File: config.mk
export PLATFORM = sky130hd
export DESIGN_NAME = hpq_search_sched
export DESIGN_NICKNAME = d
export VERILOG_FILES = /design/src/rtl/hpq_pkg.sv /design/src/rtl/hpq_addr_gen.sv /design/src/rtl/hpq_search_sched.sv
export SDC_FILE = /design/constraint.sdc
export NUM_CORES = 1
export LEC_CHECK = 0
export CORE_ASPECT_RATIO = 0.75
export CORE_MARGIN = 1
export CORE_UTILIZATION = 45
export DETAILED_ROUTE_END_ITERATION = 10
export PLACE_DENSITY = 0.76
export SLEW_MARGIN = 40
export SYNTH_ARGS = -nofsm -noshare
export SYNTH_HDL_FRONTEND = slang
export SYNTH_SLANG_ARGS = --single-unit
File: constraint.sdc
create_clock -name clk -period 1.8 [get_ports clk]
set_clock_uncertainty 0.1 [all_clocks]
set_input_delay 0.36 -clock clk [delete_from_list [all_inputs] [get_ports clk]]
set_output_delay 0.36 -clock clk [all_outputs]
set_load 0.01 [all_outputs]
File: src/rtl/hpq_pkg.sv
// Shared types and elaboration-time helpers for the hierarchical PQ search sequencer.
// Derived geometry (rows per node, level count, per-level Yt base) is computed here from the top parameters.
package hpq_pkg;

  typedef enum logic [2:0] {
    ST_IDLE,
    ST_ISSUE,
    ST_DRAIN,
    ST_SELECT,
    ST_FIN
  } state_t;

  // Ceiling log2; returns 0 for v <= 1.
  function automatic int hpq_log2(input int v);
    int r;
    r = 0;
    for (int i = 0; i < 31; i++) begin
      if ((1 << i) < v) r = i + 1;
    end
    return r;
  endfunction

  function automatic int hpq_vd(input int alpha, input int betta, input int ph);
    return (alpha * betta) / ph;
  endfunction

  function automatic int hpq_levels(input int n, input int alpha);
    return hpq_log2(n) / hpq_log2(alpha);
  endfunction

  // Yt region base of level l: every shallower level holds alpha^i nodes of vd rows each.
  function automatic int hpq_lbase(input int l, input int vd, input int alpha);
    int acc;
    int p;
    acc = 0;
    p   = 1;
    for (int i = 0; i < l; i++) begin
      acc = acc + p;
      p   = p * alpha;
    end
    return vd * acc;
  endfunction

endpackage

File: src/rtl/hpq_addr_gen.sv
// Row counter and Yt address generator: yt_addr = LBASE[level] + node*VD + row.
// Strobe and address are registered together; all state holds while ena is low.
module hpq_addr_gen
  import hpq_pkg::*;
#(
  parameter int ALPHA = 32,
  parameter int VD    = 4,
  parameter int H     = 2,
  parameter int LW    = 2,
  parameter int NW    = 10,
  parameter int AW    = 32
) (
  input  logic          clk,
  input  logic          rst,
  input  logic          ena,
  input  logic          issue,
  input  logic [LW-1:0] level,
  input  logic [NW-1:0] node,
  output logic          row_last,
  output logic          yt_rd,
  output logic [AW-1:0] yt_addr
);

  localparam int RW = (VD > 1) ? hpq_log2(VD) : 1;

  logic [RW-1:0] row_q, row_d;
  logic          yt_rd_q, yt_rd_d;
  logic [AW-1:0] yt_addr_q, yt_addr_d;
  logic [AW-1:0] lbase_tab [2**LW];

  // Table padded to the full level index range so any level value selects a defined entry.
  for (genvar g = 0; g < 2**LW; g++) begin : g_lbase
    if (g < H) begin : g_used
      assign lbase_tab[g] = AW'(hpq_lbase(g, VD, ALPHA));
    end else begin : g_pad
      assign lbase_tab[g] = '0;
    end
  end

  assign row_last = (row_q == RW'(VD - 1));

  always_comb begin
    row_d     = row_q;
    yt_rd_d   = 1'b0;
    yt_addr_d = yt_addr_q;
    if (issue) begin
      yt_rd_d   = 1'b1;
      yt_addr_d = lbase_tab[level] + AW'(node) * AW'(VD) + AW'(row_q);
      row_d     = row_last ? '0 : row_q + RW'(1);
    end
  end

  always_ff @(posedge clk or posedge rst) begin
    if (rst) begin
      row_q     <= '0;
      yt_rd_q   <= 1'b0;
      yt_addr_q <= '0;
    end else if (ena) begin
      row_q     <= row_d;
      yt_rd_q   <= yt_rd_d;
      yt_addr_q <= yt_addr_d;
    end
  end

  assign yt_rd   = yt_rd_q;
  assign yt_addr = yt_addr_q;

endmodule

File: src/rtl/hpq_search_sched.sv
// Phase-2 search sequencer: per level, burst VD Yt rows, wait for the min-tree winner, descend.
// Handshaked on min_vld with a TMO-cycle watchdog; ena low freezes every register and output.
module hpq_search_sched
  import hpq_pkg::*;
#(
  parameter int N     = 1024,
  parameter int ALPHA = 32,
  parameter int BETTA = 1,
  parameter int PH    = 8,
  parameter int TMO   = 64,
  parameter int AW    = 32
) (
  input  logic                                     clk,
  input  logic                                     rst,
  input  logic                                     ena,
  input  logic                                     start,
  output logic                                     busy,
  output logic                                     yt_rd,
  output logic [AW-1:0]                            yt_addr,
  input  logic                                     min_vld,
  input  logic [hpq_log2(ALPHA)-1:0]               min_idx,
  output logic [hpq_log2(hpq_levels(N, ALPHA)):0]  level,
  output logic [hpq_log2(N)-1:0]                   result_idx,
  output logic                                     done,
  output logic                                     err
);

  localparam int VD = hpq_vd(ALPHA, BETTA, PH);
  localparam int H  = hpq_levels(N, ALPHA);
  localparam int NW = hpq_log2(N);
  localparam int LW = hpq_log2(H) + 1;
  localparam int TW = hpq_log2(TMO) + 1;

  state_t        state_q, state_d;
  logic [NW-1:0] node_q, node_d;
  logic [LW-1:0] level_q, level_d;
  logic [TW-1:0] tmo_q, tmo_d;
  logic [NW-1:0] result_q, result_d;
  logic          busy_q, busy_d;
  logic          done_q, done_d;
  logic          err_q, err_d;
  logic          row_last;

  hpq_addr_gen #(
    .ALPHA (ALPHA),
    .VD    (VD),
    .H     (H),
    .LW    (LW),
    .NW    (NW),
    .AW    (AW)
  ) u_addr_gen (
    .clk      (clk),
    .rst      (rst),
    .ena      (ena),
    .issue    (state_q == ST_ISSUE),
    .level    (level_q),
    .node     (node_q),
    .row_last (row_last),
    .yt_rd    (yt_rd),
    .yt_addr  (yt_addr)
  );

  always_comb begin
    state_d  = state_q;
    node_d   = node_q;
    level_d  = level_q;
    tmo_d    = tmo_q;
    result_d = result_q;
    busy_d   = busy_q;
    done_d   = 1'b0;
    err_d    = 1'b0;
    case (state_q)
      ST_IDLE: begin
        if (start) begin
          node_d  = '0;
          level_d = '0;
          busy_d  = 1'b1;
          state_d = ST_ISSUE;
        end
      end
      ST_ISSUE: begin
        if (row_last) begin
          tmo_d   = '0;
          state_d = ST_DRAIN;
        end
      end
      ST_DRAIN: begin
        if (min_vld) begin
          // Child index is appended below the parent: node*ALPHA + min_idx.
          node_d  = NW'({node_q, min_idx});
          state_d = ST_SELECT;
        end else if (tmo_q == TW'(TMO - 1)) begin
          err_d   = 1'b1;
          busy_d  = 1'b0;
          state_d = ST_IDLE;
        end else begin
          tmo_d = tmo_q + TW'(1);
        end
      end
      ST_SELECT: begin
        if (level_q == LW'(H - 1)) begin
          result_d = node_q;
          done_d   = 1'b1;
          state_d  = ST_FIN;
        end else begin
          level_d = level_q + LW'(1);
          state_d = ST_ISSUE;
        end
      end
      ST_FIN: begin
        busy_d  = 1'b0;
        state_d = ST_IDLE;
      end
      default: state_d = ST_IDLE;
    endcase
  end

  always_ff @(posedge clk or posedge rst) begin
    if (rst) begin
      state_q  <= ST_IDLE;
      node_q   <= '0;
      level_q  <= '0;
      tmo_q    <= '0;
      result_q <= '0;
      busy_q   <= 1'b0;
      done_q   <= 1'b0;
      err_q    <= 1'b0;
    end else if (ena) begin
      state_q  <= state_d;
      node_q   <= node_d;
      level_q  <= level_d;
      tmo_q    <= tmo_d;
      result_q <= result_d;
      busy_q   <= busy_d;
      done_q   <= done_d;
      err_q    <= err_d;
    end
  end

  assign busy       = busy_q;
  assign level      = level_q;
  assign result_idx = result_q;
  assign done       = done_q;
  assign err        = err_q;

endmodule
==> results.sh, run 1 <==
export IMPL_rsz_0062_raised_after_global_routing="yes"
export IMPL_total_leakage_power_nw=1.41
export IMPL_drc=0
export IMPL_firstDrtPassIters=4
export IMPL_synth_yosys_warnings=0
export IMPL_edff_count_synth=0
export IMPL_irDropWorstVdd_mv=0.587
export IMPL_postSynthCellCount=249
export IMPL_detailroute_via_count=1883
export IMPL_die_w_microns=88.2
export IMPL_num_antenna_cells=0
export IMPL_floorplan_initialDensity_pct=46.8
export IMPL_via_count_of_the_first_global_routing_pass=1768
export IMPL_postRouteWirelength_mm=5.03
export IMPL_total_standard_cell_area_after_synthesis_sq_um=2500
export IMPL_io_pins=58
export IMPL_clkLatencyLatePin_ns=0.31
export IMPL_worstSetupPathType="reg -> out"
export IMPL_timing_critical_path_max_delay_family="buffers and inverters"
export IMPL_overflow=0
export IMPL_ys_seq_elements=51
export IMPL_hpwl_mm=3.61
export IMPL_power_per_cell_area_nw_per_um2=1410
export IMPL_clock_tree_buffer_depth=2
export IMPL_die_h_microns=66.6
export IMPL_fp_row_count=23
export IMPL_worst_path_max_delay_cell="sky130_fd_sc_hd__clkdlybuf4s50_1"
export IMPL_drive_gt1_share_pct=16.1
export IMPL_worst_path_buf_inv=1
export IMPL_grt_usage_pct=19.3
export IMPL_power_share_clock_pct=16.1
export IMPL_postRouteAntennaNets=0
export IMPL_initial_drc_count=82
export IMPL_final_core_utilization_pct=60.0
export IMPL_cp_arrival_ns=1.25
export IMPL_critPathLaunchType="flop"
export IMPL_dp_cells=368
export IMPL_share_comb_of_total_power_pct=41.1
export IMPL_grt_start_max_net_pins=52
export IMPL_ys_flop_type="sky130_fd_sc_hd__dfrtp_1"
export IMPL_ys_seq_area_share_pct=50.9
export IMPL_wl_per_cell_microns=13.3
export IMPL_critical_path_endpoint_type="primary output"
export IMPL_die_area_sq_um=5870
export IMPL_outcome="complete, no violations"
export IMPL_report_final_setup_viol=0
export IMPL_internal_power_mw=2.92
export IMPL_fin_crit_sh_pct=94.9
export IMPL_clockRootBuffer="sky130_fd_sc_hd__clkbuf_8"
export IMPL_slowest_delay_ns=0.55
export IMPL_grt_first_pass_wirelength_mm=8.54
export IMPL_flow_area_growth_from_synthesis_pct=28.3
export IMPL_worst_case_hold_slack_ns=0.310
export IMPL_cts_buffers=5
export IMPL_grt_antenna_before_repair=0
export IMPL_sequential_cell_fraction_of_total_power_pct=42.8
export IMPL_cts_tree="yes"
export IMPL_nNetsFinal=318
export IMPL_cell_by_cell_listing_of_the_critical_path="clkdlybuf4s50_1"
export IMPL_critPathMaxFanout=3
export IMPL_power_share_switching_pct=35.3
export IMPL_final_hold_violation_count=0
export IMPL_drv_cap=0
export IMPL_viasPerCell=4.97
export IMPL_synth_async_sr_flop_share_pct=100
export IMPL_min_delay_path_class="in -> async"
export IMPL_finalMaxSlewViolations=0
export IMPL_port_buffers=38
export IMPL_syn_mean_instance_area_sq_um=10.1
export IMPL_post_route_min_period_ns=1.71
export IMPL_synth_lib_cells_used_distinct=45
export IMPL_clkSinkCount=51
export IMPL_achievable_frequency_mhz=585
export IMPL_gp_congestion=0.802
export IMPL_finalNonFillerCells=379
export IMPL_fin_ws_ns=0.0917
export IMPL_cts_htree_levels=2
export IMPL_placeableCoreArea_sq_um=5350
export IMPL_place_worst_setup_slack_ns=-0.246
export IMPL_data_required_time_at_the_worst_endpoint_ns=1.34
export IMPL_path_clk_slew_ns=0.10
export IMPL_power_net_switching_mw=1.59
stage by stage:
step | power (mW) | instance area (sq um) | TNS, ns
floorplan | 2.87 | 2590 | 0
global placement | 3.65 | 3010 | -5.78
detailed placement | 3.71 | 3010 | -8.05
CTS | 4.45 | 3130 | -0.000783
global route | 4.84 | 3210 | -0.0321
finish | 4.51 | 3210 | 0
registers in the layout (all words and copies together), names as in the netlist:
name,flops
u_addr_gen.yt_addr,13
node_q,10
result_idx,10
tmo_q,7
state_q,3
level,2
u_addr_gen.row_q,2
busy,1
done,1
err,1
u_addr_gen.yt_rd,1
kinds of logic after synthesis:
logic type      synth area share, %
buf+inv                        11.4
flops                          50.9
other cells                   0.150
mux                            4.35
simple gates                   16.0
xor+xnor                       2.80
compound gates                 11.8
fa+ha+maj                      2.50
layout make-up:
cell class / count / area, sq um
multi-input combinational: 167 / 1090
inverter: 18 / 67.6
timing repair buffer: 60 / 582
tap: 75 / 93.8
sequential: 51 / 1280
clock buffer: 8 / 100
fill: 465 / 2140
synthesized netlist by cell type, types with 3 or more instances:
master | instances | share of area, %
sky130_fd_sc_hd__a21oi_1 | 10 | 2.0
sky130_fd_sc_hd__a31oi_1 | 3 | 0.75
sky130_fd_sc_hd__buf_2 | 3 | 0.60
sky130_fd_sc_hd__buf_4 | 22 | 6.6
sky130_fd_sc_hd__clkbuf_1 | 3 | 0.45
sky130_fd_sc_hd__dfrtp_1 | 51 | 51
sky130_fd_sc_hd__ha_1 | 5 | 2.5
sky130_fd_sc_hd__inv_1 | 18 | 2.7
sky130_fd_sc_hd__mux2_1 | 6 | 2.7
sky130_fd_sc_hd__mux2i_1 | 3 | 1.2
sky130_fd_sc_hd__nand2_1 | 19 | 2.8
sky130_fd_sc_hd__nand3_1 | 19 | 3.8
sky130_fd_sc_hd__nand4_1 | 3 | 0.75
sky130_fd_sc_hd__nor2_1 | 11 | 1.6
sky130_fd_sc_hd__nor3_1 | 3 | 0.60
sky130_fd_sc_hd__o21ai_0 | 19 | 3.8
sky130_fd_sc_hd__o21ai_1 | 9 | 1.8
sky130_fd_sc_hd__xnor2_1 | 8 | 2.8
repair_timing:
| item | 4_1_cts | 5_1_grt |
|---|---|---|
| setup buffers | 1 | 2 |
| hold buffers | 0 | 0 |
| gates resized for setup | 2 | 14 |
| pin swaps | 1 | 3 |
| setup endpoints to repair | 4 | 23 |
final timing paths:
kind	from	endpoint	slack (ns)	cells after the start
min reg2reg	result_idx[4]	result_idx[4]	0.39	2
max	busy	busy	0.09	1
max in group asynchronous	rst	tmo_q[0]	1.05	3
max reg2reg	level[1]	u_addr_gen.yt_addr[10]	0.10	8
min in group clk	ena	done	0.38	2
min	rst	state_q[1]	0.31	3
power by group through the flow:
stage	combinational, mW	clock (mW)	sequential [mW]
after floorplan	0.931	0	1.94
after global placement	1.75	0	1.90
after detailed placement	1.80	0	1.91
after CTS	1.81	0.739	1.90
after global routing	2.06	0.786	1.99
final	1.85	0.729	1.93
per-layer routing:
| metal | vias up | track usage [%] | part of all wire, % |
|---|---|---|---|
| met5 | - | 0 | 0 |
| met3 | 7 | 3.59 | 5.0 |
| met4 | 0 | 6.05 | 1.4 |
| li1 | 929 | - | - |
| met1 | 888 | 27.8 | 52 |
| met2 | 59 | 29.5 | 41 |
cells in the final DEF, fill, tap and decap left out, types with 2 or more instances in the layout:
cell,n
sky130_fd_sc_hd__dfrtp_1,49
sky130_fd_sc_hd__clkbuf_8,7
sky130_fd_sc_hd__dlymetal6s2s_1,3
sky130_fd_sc_hd__nor2_1,11
sky130_fd_sc_hd__nand3b_1,2
sky130_fd_sc_hd__buf_12,2
sky130_fd_sc_hd__a31oi_1,2
sky130_fd_sc_hd__nor3_1,3
sky130_fd_sc_hd__nand3_1,19
sky130_fd_sc_hd__buf_4,19
sky130_fd_sc_hd__nand2_2,2
sky130_fd_sc_hd__inv_1,16
sky130_fd_sc_hd__clkdlybuf4s50_1,35
sky130_fd_sc_hd__inv_2,2
sky130_fd_sc_hd__xnor2_1,8
sky130_fd_sc_hd__o21ai_0,19
sky130_fd_sc_hd__a21oi_1,10
sky130_fd_sc_hd__dfrtp_2,2
sky130_fd_sc_hd__mux2_1,6
sky130_fd_sc_hd__mux2i_1,3
sky130_fd_sc_hd__nand2_1,19
sky130_fd_sc_hd__conb_1,19
sky130_fd_sc_hd__ha_4,4
sky130_fd_sc_hd__o21ai_1,9
sky130_fd_sc_hd__nand4_1,3
sky130_fd_sc_hd__a21o_1,2
worst min-delay path: stages:
cell and delay (ns):
sky130_fd_sc_hd__clkdlybuf4s50_1 0.41, sky130_fd_sc_hd__inv_2 0.07, sky130_fd_sc_hd__buf_12 0.25
Note: power is estimated with default switching activity, not from simulation.
==> run 2: changes to the inputs <==
--- a/config.mk
+++ b/config.mk
@@ -10,4 +10,6 @@
 export CORE_UTILIZATION = 45
 export DETAILED_ROUTE_END_ITERATION = 10
+export GPL_TIMING_DRIVEN = 0
+export HOLD_SLACK_MARGIN = 0.02
 export PLACE_DENSITY = 0.76
 export SLEW_MARGIN = 40
==> constraint.sdc (replaced) <==
create_clock -name clk -period 1.8 [get_ports clk]
set_clock_uncertainty 0.1 [all_clocks]
set_input_delay 0.54 -clock clk [delete_from_list [all_inputs] [get_ports clk]]
set_output_delay 0.54 -clock clk [all_outputs]
set_load 0.01 [all_outputs]
==> results.sh, run 2 (synthesis results as in run 1) <==
export IMPL_outcome="finished with violations"
export IMPL_violations="setup timing"
export IMPL_num_antenna_cells=0
export IMPL_place_worst_setup_slack_ns=-0.619
export IMPL_fp_row_count=23
export IMPL_critical_path_endpoint_type="flop"
export IMPL_viasPerCell=4.96
export IMPL_dp_cells=382
export IMPL_detailroute_via_count=1954
export IMPL_grt_start_max_net_pins=24
export IMPL_nNetsFinal=333
export IMPL_data_required_time_at_the_worst_endpoint_ns=1.89
export IMPL_rsz_0062_raised_after_global_routing="yes"
export IMPL_wl_per_cell_microns=13.5
export IMPL_total_leakage_power_nw=1.54
export IMPL_die_w_microns=88.2
export IMPL_r2r_slack_ns=-0.002
export IMPL_die_h_microns=66.6
export IMPL_flow_area_growth_from_synthesis_pct=31.5
export IMPL_cp_arrival_ns=1.89
export IMPL_ctsHoldBuffers=0
export IMPL_min_delay_path_class="reg -> reg"
export IMPL_grt_antenna_before_repair=0
export IMPL_postRouteWirelength_mm=5.31
export IMPL_postRouteAntennaNets=0
export IMPL_clkSinkCount=51
export IMPL_design_power_total_mw=4.33
export IMPL_largest_reg_flops=13
export IMPL_worstSetupPathType="reg -> reg"
export IMPL_grt_first_pass_wirelength_mm=8.58
export IMPL_drive_gt1_share_pct=20.4
export IMPL_via_count_of_the_first_global_routing_pass=1838
export IMPL_placeableCoreArea_sq_um=5350
export IMPL_power_per_cell_area_nw_per_um2=1310
export IMPL_cts_buffers=5
export IMPL_report_final_setup_viol=1
export IMPL_die_area_sq_um=5870
export IMPL_irDropWorstVdd_mv=0.704
export IMPL_firstDrtPassIters=4
export IMPL_critPathLaunchType="flop"
export IMPL_fin_crit_sh_pct=100
export IMPL_fin_ws_ns=-0.00201
export IMPL_finalMaxSlewViolations=0
export IMPL_achievable_frequency_mhz=555
export IMPL_drv_cap=0
export IMPL_post_route_min_period_ns=1.80
export IMPL_port_buffers=38
export IMPL_critPathMaxFanout=4
export IMPL_number_of_inserted_filler_cells_in_the_final_layout=477
export IMPL_hpwl_mm=3.83
export IMPL_initial_drc_count=109
export IMPL_floorplan_initialDensity_pct=46.8
export IMPL_path_clk_slew_ns=0.09
export IMPL_overflow=0
export IMPL_grt_usage_pct=19.5
export IMPL_layout_cells_most_common="sky130_fd_sc_hd__dfrtp_1"
export IMPL_clockRootBuffer="sky130_fd_sc_hd__clkbuf_8"
export IMPL_finalNonFillerCells=394
export IMPL_final_hold_violation_count=0
export IMPL_clock_tree_buffer_depth=2
export IMPL_drc=0
export IMPL_cts_tree="yes"
export IMPL_gp_congestion=0.796
export IMPL_clkLatencyLatePin_ns=0.31
export IMPL_cts_htree_levels=2
export IMPL_io_pins=58
export IMPL_mostFrequentLayoutCells="sky130_fd_sc_hd__dfrtp_1 (51), sky130_fd_sc_hd__dlygate4sd2_1 (29), sky130_fd_sc_hd__buf_4 (27)"
## run 2: per-layer routing
| layer | GRT usage (%) | vias to the layer above | part of all wire, % |
|---|---|---|---|
| li1 | - | 956 | - |
| met1 | 27.8 | 936 | 49 |
| met2 | 29.5 | 58 | 45 |
| met3 | 3.97 | 4 | 4.6 |
| met4 | 7.26 | 0 | 1.1 |
| met5 | 0 | - | 0 |
## run 2: stage by stage
stage / TNS (ns) / hold WS [ns] / util, % / instance area [sq um]
floorplan: 0 / 0.373 / - / 2590
global placement: -27.31 / 0.366 / 57.3 / 3070
detailed placement: -23.34 / 0.370 / 58.3 / 3120
CTS: -0.00672 / 0.387 / 60.3 / 3230
global route: -0.229 / 0.401 / 61.5 / 3290
finish: -0.00201 / 0.377 / 61.5 / 3290
## run 2: report_power, final
part	total [mW]	switching, mW	internal [mW]	leakage (nW)
registers	1.86	0.301	1.56	0.665
clock network	0.730	0.379	0.350	0.0505
logic	1.74	0.903	0.839	0.825
total	4.33	1.58	2.74	1.54
## run 2: path summary, 6_finish.rpt
path / to / depth (start not counted) / start
worst max-delay path: u_addr_gen.yt_addr[10] / 8 / level[1]
worst min-delay path: u_addr_gen.yt_rd / 1 / u_addr_gen.yt_rd
worst max register to register: u_addr_gen.yt_addr[10] / 8 / level[1]
worst min register to register: u_addr_gen.yt_rd / 1 / u_addr_gen.yt_rd
max in group asynchronous: result_idx[3] / 3 / rst
min in group asynchronous: u_addr_gen.yt_addr[5] / 2 / rst
## run 2: final cells by class
class	count	area [sq um]	area share, %
Timing Repair Buffer	44	424	12.9
Clock buffer	7	96.3	2.93
Inverter	18	71.3	2.17
Multi-Input combinational cell	167	1100	33.4
Buffer	31	225	6.84
Sequential cell	51	1280	38.8
Clock inverter	1	7.51	0.228
Tap cell	75	93.8	2.85
## run 2: critical path, cell delays in order (launching register included)
cell	delay, ns
sky130_fd_sc_hd__dfrtp_1	0.41
sky130_fd_sc_hd__inv_2	0.08
sky130_fd_sc_hd__ha_4	0.15
sky130_fd_sc_hd__ha_4	0.14
sky130_fd_sc_hd__ha_4	0.13
sky130_fd_sc_hd__and4_1	0.23
sky130_fd_sc_hd__nand4_1	0.15
sky130_fd_sc_hd__xnor2_1	0.21
sky130_fd_sc_hd__a21oi_1	0.08
## run 2: what timing repair did
action                                  4_1_cts  5_1_grt
pin swaps                                     2        3
resized for setup                            35       15
buffers inserted                              1        3
endpoints found under the setup margin       72       29
==> run 3: changes to the inputs <==
- SLEW_MARGIN: 40 -> 20
==> results.sh, run 3 (synthesis results as in run 1) <==
export IMPL_outcome="finished with violations"
export IMPL_overflow=0
export IMPL_power_net_switching_mw=1.64
export IMPL_data_required_time_at_the_worst_endpoint_ns=1.88
export IMPL_sequential_cell_fraction_of_total_power_pct=42.2
export IMPL_critical_path_reg2reg_startpoint="level[1]"
export IMPL_ctsHoldBuffers=0
export IMPL_drive_gt1_share_pct=20.1
export IMPL_gp_congestion=0.796
export IMPL_share_comb_of_total_power_pct=39.7
export IMPL_detailroute_via_count=2031
export IMPL_post_route_min_period_ns=1.82
export IMPL_cp_arrival_ns=1.90
export IMPL_firstDrtPassIters=4
export IMPL_mostFrequentLayoutCells="sky130_fd_sc_hd__dfrtp_1 (51), sky130_fd_sc_hd__dlygate4sd2_1 (29), sky130_fd_sc_hd__buf_4 (27)"
export IMPL_layout_cells_most_common="sky130_fd_sc_hd__dfrtp_1"
export IMPL_internal_power_mw=2.82
export IMPL_fin_ws_ns=-0.0164
export IMPL_postRouteWirelength_mm=5.55
export IMPL_worst_path_buf_inv=1
export IMPL_cts_buffers=5
export IMPL_achievable_frequency_mhz=551
export IMPL_timing_critical_path_max_delay_family="adder cells"
export IMPL_power_share_clock_pct=18.1
export IMPL_slowest_delay_ns=0.41
export IMPL_viasPerCell=5.15
export IMPL_final_hold_violation_count=0
export IMPL_die_w_microns=88.2
export IMPL_crit_top_cell="sky130_fd_sc_hd__ha_4"
export IMPL_grt_usage_pct=19.6
export IMPL_rsz_0062_raised_after_global_routing="yes"
export IMPL_placed_cell_area_sq_um=3070
export IMPL_io_pins=58
export IMPL_grt_antenna_before_repair=0
export IMPL_num_antenna_cells=0
export IMPL_r2r_slack_ns=-0.02
export IMPL_worstSetupPathType="reg -> reg"
export IMPL_grt_first_pass_wirelength_mm=8.64
export IMPL_floorplan_initialDensity_pct=46.8
export IMPL_worst_path_max_delay_cell="sky130_fd_sc_hd__dfrtp_1"
export IMPL_finalMaxSlewViolations=0
export IMPL_crit_reg2reg_capture="u_addr_gen.yt_addr[10]"
export IMPL_fin_crit_sh_pct=101
export IMPL_dp_cells=380
export IMPL_report_final_setup_viol=1
export IMPL_power_share_switching_pct=36.8
export IMPL_critPathLaunchType="flop"
export IMPL_die_area_sq_um=5870
export IMPL_die_h_microns=66.6
export IMPL_fin_area_sq_um=3300
export IMPL_min_delay_path_class="reg -> reg"
export IMPL_min_path_cells=1
export IMPL_cell_by_cell_listing_of_the_critical_path="inv_2 > ha_4 > ha_4 > ha_4 > and4_1 > nand4_1 > xnor2_1 > a21oi_1"
export IMPL_clockRootBuffer="sky130_fd_sc_hd__clkbuf_8"
export IMPL_clkLatencyLatePin_ns=0.31
export IMPL_largest_reg_flops=13
export IMPL_critical_path_endpoint_type="flop"
export IMPL_nNetsFinal=333
export IMPL_port_buffers=38
export IMPL_clkSinkCount=51
export IMPL_drv_cap=0
export IMPL_cts_htree_levels=2
export IMPL_critPathMaxFanout=4
export IMPL_finalNonFillerCells=394
export IMPL_postRouteAntennaNets=0
export IMPL_power_per_cell_area_nw_per_um2=1350
export IMPL_initial_drc_count=138
export IMPL_worst_hold_path_endpoint="u_addr_gen.yt_rd"
export IMPL_placeableCoreArea_sq_um=5350
export IMPL_holdCritStartpoint="u_addr_gen.yt_rd"
export IMPL_fp_row_count=23
export IMPL_drc=0
export IMPL_grt_start_max_net_pins=52
export IMPL_cts_tree="yes"
export IMPL_path_clk_slew_ns=0.09
export IMPL_flow_area_growth_from_synthesis_pct=31.8
export IMPL_via_count_of_the_first_global_routing_pass=1828
export IMPL_clock_tree_buffer_depth=2
export IMPL_total_leakage_power_nw=1.55
export IMPL_violations="setup timing"
export IMPL_wl_per_cell_microns=14.1
export IMPL_irDropWorstVdd_mv=0.704
export IMPL_r2r_worst_path_cells=8
export IMPL_hpwl_mm=3.72
==> run 3: cell types whose count changed in the layout (fill, tap and decap cells not counted), sizes merged <==
cell	delta
clkbuf	-3
clkinv	+2
buf	+1
bufinv	+1
clkdlybuf4s50	-1
clkinvlp	-1
dlymetal6s2s	+1
==> run 3: worst max-delay path by stage <==
stage                  start  cells after the start  slack (ns)                      to
floorplan           level[1]                      8       0.007  u_addr_gen.yt_addr[10]
detailed placement       ena                      6       -0.65           result_idx[5]
finish              level[1]                      8       -0.02  u_addr_gen.yt_addr[10]
CTS                 level[1]                      8       -0.01  u_addr_gen.yt_addr[10]
global route        level[1]                      8       -0.10  u_addr_gen.yt_addr[10]
global placement         ena                      6       -0.56           result_idx[5]
==> run 3: worst reg2reg max path, stage by stage (launching register included) <==
cell and delay, ns:
sky130_fd_sc_hd__dfrtp_1 0.41, sky130_fd_sc_hd__inv_2 0.08, sky130_fd_sc_hd__ha_4 0.16, sky130_fd_sc_hd__ha_4 0.14, sky130_fd_sc_hd__ha_4 0.13, sky130_fd_sc_hd__and4_1 0.23, sky130_fd_sc_hd__nand4_1 0.15, sky130_fd_sc_hd__xnor2_1 0.21
sky130_fd_sc_hd__a21oi_1 0.09
==> run 3: area by class of cell <==
| type | count | area, sq um |
|---|---|---|
| Clock buffer | 5 | 68.8 |
| Sequential cell | 51 | 1280 |
| Timing Repair Buffer | 44 | 399 |
| Multi-Input combinational cell | 167 | 1110 |
| Fill cell | 469 | 2050 |
| Tap cell | 75 | 93.8 |
| Inverter | 18 | 71.3 |
| Buffer | 31 | 233 |
| Clock inverter | 3 | 43.8 |
==> run 3: power by group through the flow <==
| stage | Combinational [mW] | Clock (mW) | Sequential [mW] |
|---|---|---|---|
| after CTS | 1.67 | 0.828 | 1.86 |
| after global routing | 1.98 | 0.873 | 1.93 |
| after floorplan | 0.932 | 0 | 1.94 |
| after global placement | 1.76 | 0 | 1.86 |
| final | 1.77 | 0.808 | 1.88 |
| after detailed placement | 1.81 | 0 | 1.88 |
==> run 3: what timing repair did <==
action,4_1_cts,5_1_grt
resized for setup,35,20
gates cloned,0,0
setup endpoints to repair,72,29
pin swaps,2,4
buffers inserted,0,5
==> run 3: per-stage QoR <==
step / utilization, % / total power [mW] / setup WS [ns] / setup TNS, ns / hold WS, ns
detailed placement: 57.3 / 3.69 / -0.647 / -29.91 / 0.374
floorplan: - / 2.87 / 0.00718 / 0 / 0.373
finish: 61.7 / 4.45 / -0.0164 / -0.0164 / 0.385
global route: 61.7 / 4.78 / -0.104 / -0.168 / 0.410
global placement: 57.3 / 3.62 / -0.564 / -27.31 / 0.366
CTS: 59.3 / 4.35 / -0.0130 / -0.0130 / 0.393
==> run 3: per-layer routing <==
metal / vias to the layer above / track usage, % / wire, microns
li1: 957 / - / -
met3: 10 / 4.46 / 361
met4: 0 / 6.25 / 59
met1: 979 / 28.2 / 2640
met5: - / 0 / 0
met2: 85 / 29.4 / 2490
